$ cat src/rtl/uart_tx_periph.sv
// Memory-mapped UART transmitter. A store to TXD queues a byte; bytes go out 8N1, LSB first.
// Latency: tx falls two clk edges after a TXD store into an empty FIFO; one frame is 10*CLKS_PER_BIT cycles.
// Backpressure: none on the bus. A store to a full FIFO is dropped and sets the sticky overflow flag.
//
// Ports:
//   clk       system clock, rising edge
//   reset     asynchronous, active-high
//   addr      CPU byte address (TXD 0x40000018 write-only, CON 0x40000020 read)
//   wdata     store data; only [7:0] is used
//   MemWrite  store strobe
//   MemRead   load strobe; a CON load also clears overflow
//   rdata     combinational load data: {28'b0, overflow, fifo_empty, fifo_full, busy}
//   tx        registered serial output, idle high
module uart_tx_periph #(
    parameter int CLKS_PER_BIT = 5208,
    parameter int FIFO_DEPTH   = 4
) (
    input  logic        clk,
    input  logic        reset,
    input  logic [31:0] addr,
    input  logic [31:0] wdata,
    input  logic        MemWrite,
    input  logic        MemRead,
    output logic [31:0] rdata,
    output logic        tx
);

    localparam logic [31:0] TXD_ADDR = 32'h4000_0018;
    localparam logic [31:0] CON_ADDR = 32'h4000_0020;
    localparam int CNT_W = (CLKS_PER_BIT > 1) ? $clog2(CLKS_PER_BIT) : 1;
    localparam int PTR_W = (FIFO_DEPTH > 1) ? $clog2(FIFO_DEPTH) : 1;
    localparam int OCC_W = $clog2(FIFO_DEPTH + 1);
    localparam logic [CNT_W-1:0] BAUD_LAST = CNT_W'(CLKS_PER_BIT - 1);
    localparam logic [OCC_W-1:0] OCC_FULL  = OCC_W'(FIFO_DEPTH);

    typedef enum logic [1:0] {IDLE, START, DATA, STOP} state_t;

    state_t           state_q, state_d;
    logic [CNT_W-1:0] baud_q, baud_d;
    logic [2:0]       bit_q, bit_d;
    logic [7:0]       shift_q, shift_d;
    logic             tx_q, tx_d;
    logic             ovf_q, ovf_d;
    logic [PTR_W-1:0] wr_ptr_q, wr_ptr_d, rd_ptr_q, rd_ptr_d;
    logic [OCC_W-1:0] count_q, count_d;
    logic [7:0]       mem_q [FIFO_DEPTH];

    logic wr_txd, rd_con, fifo_full, fifo_empty, busy, push, pop, baud_end;
    logic unused_wdata;

    assign unused_wdata = ^wdata[31:8];

    assign wr_txd     = MemWrite && (addr == TXD_ADDR);
    assign rd_con     = MemRead && (addr == CON_ADDR);
    assign fifo_full  = (count_q == OCC_FULL);
    assign fifo_empty = (count_q == '0);
    assign busy       = (state_q != IDLE);
    assign baud_end   = (baud_q == BAUD_LAST);

    // The FSM drains the head whenever it sits in IDLE; a store to a full FIFO
    // is still accepted in that cycle because the pop frees a slot.
    assign pop  = (state_q == IDLE) && !fifo_empty;
    assign push = wr_txd && (!fifo_full || pop);

    always_comb begin
        count_d  = count_q;
        wr_ptr_d = wr_ptr_q;
        rd_ptr_d = rd_ptr_q;
        if (push) wr_ptr_d = wr_ptr_q + 1'b1;
        if (pop)  rd_ptr_d = rd_ptr_q + 1'b1;
        if (push && !pop)      count_d = count_q + 1'b1;
        else if (pop && !push) count_d = count_q - 1'b1;
    end

    // A dropped store wins over a simultaneous CON load so the loss is never hidden.
    always_comb begin
        ovf_d = ovf_q;
        if (wr_txd && !push) ovf_d = 1'b1;
        else if (rd_con)     ovf_d = 1'b0;
    end

    always_comb begin
        state_d = state_q;
        baud_d  = baud_q;
        bit_d   = bit_q;
        shift_d = shift_q;
        case (state_q)
            IDLE: begin
                if (pop) begin
                    shift_d = mem_q[rd_ptr_q];
                    baud_d  = '0;
                    bit_d   = '0;
                    state_d = START;
                end
            end
            START: begin
                if (baud_end) begin
                    baud_d  = '0;
                    state_d = DATA;
                end else begin
                    baud_d = baud_q + 1'b1;
                end
            end
            DATA: begin
                if (baud_end) begin
                    baud_d = '0;
                    if (bit_q == 3'd7) begin
                        state_d = STOP;
                    end else begin
                        bit_d   = bit_q + 3'd1;
                        shift_d = {1'b0, shift_q[7:1]};
                    end
                end else begin
                    baud_d = baud_q + 1'b1;
                end
            end
            STOP: begin
                if (baud_end) begin
                    baud_d  = '0;
                    state_d = IDLE;
                end else begin
                    baud_d = baud_q + 1'b1;
                end
            end
            default: state_d = IDLE;
        endcase
    end

    // tx is computed from the next state so the registered line lines up
    // exactly with the state it belongs to.
    always_comb begin
        tx_d = 1'b1;
        if (state_d == START)     tx_d = 1'b0;
        else if (state_d == DATA) tx_d = shift_d[0];
    end

    always_ff @(posedge clk or posedge reset) begin
        if (reset) begin
            state_q  <= IDLE;
            baud_q   <= '0;
            bit_q    <= '0;
            shift_q  <= '0;
            tx_q     <= 1'b1;
            ovf_q    <= 1'b0;
            wr_ptr_q <= '0;
            rd_ptr_q <= '0;
            count_q  <= '0;
        end else begin
            state_q  <= state_d;
            baud_q   <= baud_d;
            bit_q    <= bit_d;
            shift_q  <= shift_d;
            tx_q     <= tx_d;
            ovf_q    <= ovf_d;
            wr_ptr_q <= wr_ptr_d;
            rd_ptr_q <= rd_ptr_d;
            count_q  <= count_d;
        end
    end

    // Storage needs no reset: occupancy, not contents, decides what is valid.
    always_ff @(posedge clk) begin
        if (push && !reset) mem_q[wr_ptr_q] <= wdata[7:0];
    end

    always_comb begin
        rdata = '0;
        if (rd_con) rdata = {28'b0, ovf_q, fifo_empty, fifo_full, busy};
    end

    assign tx = tx_q;

endmodule

$ cat config.mk
export PLATFORM = sky130hd
export DESIGN_NAME = uart_tx_periph
export DESIGN_NICKNAME = d
export VERILOG_FILES = /design/src/rtl/uart_tx_periph.sv
export SDC_FILE = /design/constraint.sdc
export NUM_CORES = 1
export LEC_CHECK = 0
export CORE_UTILIZATION = 51
export DETAILED_ROUTE_END_ITERATION = 8
export PLACE_DENSITY = 0.91
export SYNTH_ARGS = -nofsm -noshare
export SYNTH_HDL_FRONTEND = slang
export SYNTH_SLANG_ARGS = --single-unit
export TNS_END_PERCENT = 30
$ cat constraint.sdc
create_clock -name clk -period 5.55 [get_ports clk]
set_input_delay 1.11 -clock clk [delete_from_list [all_inputs] [get_ports clk]]
set_output_delay 1.11 -clock clk [all_outputs]
set_load 0.05 [all_outputs]
Word level (Yosys, flattened, before mapping). Memory sizes are Yosys's and may differ from the RTL's. Cells that the tools add are included. W data, S select, Z words.

Flip-flop bits (word level): 35. RAM bits: 32. Output and inout port bits: 33. Memories: 1.

$add $sub $neg: 6. Equality and inequality tests: 13. Muxes and demuxes: 26. Reductions and logical operators: 22.

Memory list: mem_q (words 4, bits a word 8, rd ports 1, clocked after Yosys merged registers in 0, wr ports 1, RTL line 46) `logic [7:0] mem_q [FIFO_DEPTH];`.

Operator list (count): $eq A32 B31 Y1 const B (2); $mux W13 (2); $pmux W13 S2 (1); $mux W8 (3); $pmux W8 S2 (1); $mux W3 (5); $add A13 B1 Y13 const B (1); $eq A13 B13 Y1 const B (1); $mux W2 (5); $logic_and A1 B1 Y1 (8); $pmux W2 S4 (1); $reduce_bool A2 Y1 (4); $add A3 B1 Y3 const B (2); $eq A2 B2 Y1 const B (3); $eq A3 B3 Y1 const B (2); $mux W1 (6); $ne A2 B2 Y1 const B (3); $pmux W3 S2 (1); $logic_not A1 Y1 (5); $add A2 B1 Y2 const B (2); $eq A2 B1 Y1 const B (2); $mux W4 (1); $reduce_and A4 Y1 (1); $logic_not A3 Y1 (1); other kinds (4) (4).

Longest topological paths before layout.
Depth after elaboration: 9. Gate-level depth with buffers: 10. Depth with buffers taken out: 9.

Worst setup path after synthesis. OpenSTA, ideal clock, no wires.

Kind: input port to output port. Start: input addr[7]. End: output rdata[1]. Arrival time: 3.459 ns. Required time: 4.440 ns. Path slack: 0.981 ns. Cell stages on the path: 5. Path through: nor4_1 nand4_1 nor2_1 nand2_1 nor4b_1.

Longest elaborated chain between the ends: 3.

Ends and longest elaborated chain: start: declaration (RTL line 20) `input logic [31:0] addr,`; $eq A32 B31 Y1 (RTL line 54) `assign rd_con = MemRead && (addr == CON_ADDR);`; $logic_and A1 B1 Y1 (RTL line 54); $mux W4 (RTL line 168) `if (rd_con) rdata = {28'b0, ovf_q, fifo_empty, fifo_full, busy};`; end: declaration (RTL line 24) `output logic [31:0] rdata,`.

Every way passes these cells.

Final worst setup path.
Start: input addr[22]. End: output rdata[1].

Same word-level chain as after synthesis.

==> key figures <==
Pwr
  • P_sw: 0.262 mW
  • Lkg Pwr: 1.55 nW
  • Sequential power share: 50.7%
  • Sw Ratio: 25.5%
  • Worst vdd ir: 0.252 mV
  • Design internal power: 0.763 mW
  • Clock share of power: 41.3%
  • Power per cell area: 259 mW/mm^2
  • Power share of the combinational group: 8.0%

Routing
  • Remaining DRCs: 0
  • First-pass DRT Iterations: 4
  • Metal-1 WL: 2460 microns
  • Initial drt markers: 161
  • Via density: 5.52
  • Vias after detailed routing: 2,263
  • DR WL/cell: 15.3 microns
  • Highest Signal Layer: met4
  • Post-DRT Antenna Nets: 0
  • Met2 WL: 3320 microns
  • Final wirelength: 6290 microns
  • WL met3: 361 microns

Finish
  • Final Net Count: 407
  • Layout cells sized above 1: 11.0%
  • Final cell count without fillers: 410
  • Area grow syn2layout: 19.9%
  • Diode count: 0
  • # fillers: 435

Clock network
  • Worst-Skew Late Latency: 350 ps
  • H-tree depth: 3
  • Root Driver: clkbuf_8
  • CTS tree: done
  • Clock sink total: 67
  • Clock-pin slew on the worst setup and hold paths: 80 ps
  • Max Root-Sink Buffers: 2
  • CTS resizes: 0
  • TritonCTS buffer count: 9
  • # hold bufs at CTS: 0
  • Post-CTS setup buffers: 0

Global routing
  • Initial antenna violation count: 0
  • Number of global-route vias before repair: 2,281
  • Global Route Usage Sum: 21.9%
  • Grt ovf: 0
  • First-pass GRT wire length: 10,700 microns
  • Pin count of the biggest net entering global routing: 40

Synthesis
  • Synth top area share: 29.2%
  • Ys Warns: 0
  • Synth top area cells: edfxtp_1 29%, dfrtp_1 26%, buf_4 6.4%, mux4_2 5.5%, nand2_1 3.4%
  • Post-synthesis instance area: 0.00329 sq mm
  • Post-synth EDFFs: 32
  • Most frequent cell after synthesis: dfrtp_1
  • Post-Syn Area per Cell: 11.9 sq um
  • Mapped Cells: 277
  • Netlist cell types: 47
  • Fraction of registers with async set/reset: 52.2%
  • Post-synthesis sequential area ratio: 55.8%
  • Yosys reg bits: 67
  • Post-synth top flop: dfrtp_1
  • Leading area contributor after synthesis: edfxtp_1
  • Post-synth top cells: 34 x dfrtp_1, 32 x edfxtp_1, 30 x nand2_1

STA
  • Max Freq: 209 MHz
  • Fin crit period: 4780 ps
  • Max-slew violations: 0
  • Worst slew margin: 25.3%
  • RSZ-0062 raised after global routing: no
  • Worst-Margin Slew: 1110 ps
  • Fin. Hold Viols: 0
  • Worst hold slack: 477 ps
  • Setup TNS Final: 0 ps
  • Clk_skew: 5.52 ps
  • Final period util: 86.2%
  • Final setup viols: 0

Floorplanning
  • Number of top-level pins: 101
  • Die W: 82.4 microns
  • Row cnt: 28
  • Core ar.: 0.00606 sq mm
  • Starting Density: 54.4%
  • Chip height: 82.4 microns
  • DIE AREA: 0.00678 sq mm

Setup path
  • Arrival time at the worst endpoint: 3670 ps
  • Crit-path max FO: 4
  • Crit end category: output pin
  • Crit path launch type: primary input
  • Worst Path Required: 4440 ps
  • Setup CP Type: primary input to output pin

Status
  • Status: finished clean

Place
  • GP Congestion: 0.766
  • Placed Cells: 394
  • Port Buf Inserts: 48
  • DP HPWL: 4300 microns

Job
  • Max_cap viols: 0

Worst hold path
  • Worst hold-check path type: register to register
## path summary, 6_finish.rpt
kind	slack, ps	end	depth (start not counted)	start
worst max-delay path	770	rdata[1]	7	addr[22]
worst min-delay path	480	baud_q[12]	1	baud_q[12]
worst max register to register	2780	count_q[1]	7	state_q[1]
worst min register to register	480	baud_q[12]	1	baud_q[12]
max in group asynchronous	4020	tx	3	reset
min in group asynchronous	1180	baud_q[5]	3	reset
## metal layers
layer	vias to the layer above	global-route usage, %
li1	1059	-
met1	1073	25.1
met2	114	37.9
met3	17	5.49
met4	0	11.4
met5	-	0
## cells in the final DEF, fill, tap and decap left out, drive strengths merged, types with 9 or more instances in the layout
cell / n
nor4: 9
inv: 14
nand2: 30
o21ai: 21
dfrtp: 34
edfxtp: 32
clkbuf: 9
nand3: 10
nor2: 17
clkdlybuf4s50: 48
conb: 28
## flip-flops by register name (all words and copies together) (netlist names)
| name | cells |
|---|---|
| bit_q | 3 |
| state_q | 2 |
| mem_q | 32 |
| ovf_q | 1 |
| count_q | 3 |
| shift_q | 8 |
| baud_q | 13 |
| rd_ptr_q | 2 |
| tx | 1 |
| wr_ptr_q | 2 |
## worst max-delay path, stage by stage
cell	delay, ps
clkdlybuf4s50_1	400
nor4_1	310
nand4_1	180
nor2_1	180
nand2_1	140
nor4b_1	450
clkdlybuf4s50_1	890
## power groups by stage
stage | registers, mW | logic, mW | clock network [mW]
after global placement | 0.531 | 0.0803 | 0
final | 0.520 | 0.0819 | 0.423
after global routing | 0.520 | 0.0883 | 0.448
after detailed placement | 0.531 | 0.0819 | 0
after floorplan | 0.531 | 0.0623 | 0
after CTS | 0.520 | 0.0822 | 0.429
## final cells by class
cell class / instances / area [sq um] / share of cell area (%)
Timing Repair Buffer: 50 / 495 / 12.5
Clock inverter: 7 / 82.6 / 2.09
Inverter: 10 / 37.5 / 0.950
Sequential cell: 67 / 1840 / 46.5
Tap cell: 75 / 93.8 / 2.38
Multi-Input combinational cell: 192 / 1280 / 32.4
Clock buffer: 9 / 124 / 3.14
## through the flow
stage | power, mW | setup WS, ps | cell area (sq um) | util, %
detailed placement | 0.613 | 907 | 3740 | 61.8
global placement | 0.611 | 926 | 3740 | 61.8
finish | 1.02 | 765 | 3950 | 65.2
global route | 1.06 | 633 | 3950 | 65.2
floorplan | 0.593 | 981 | 3400 | -
CTS | 1.03 | 816 | 3950 | 65.2
## cells by family after synthesis
logic type,share of synthesized area (%)
AOI/OAI and AO/OA,7.44
adders and majority gates,3.65
muxes,6.46
buffers and inverters,8.47
DFF,55.8
other,0.114
and+or+nand+nor,15.4
xor gates and xnor gates,2.66
No activity file was read; power rests on OpenSTA's default activity.
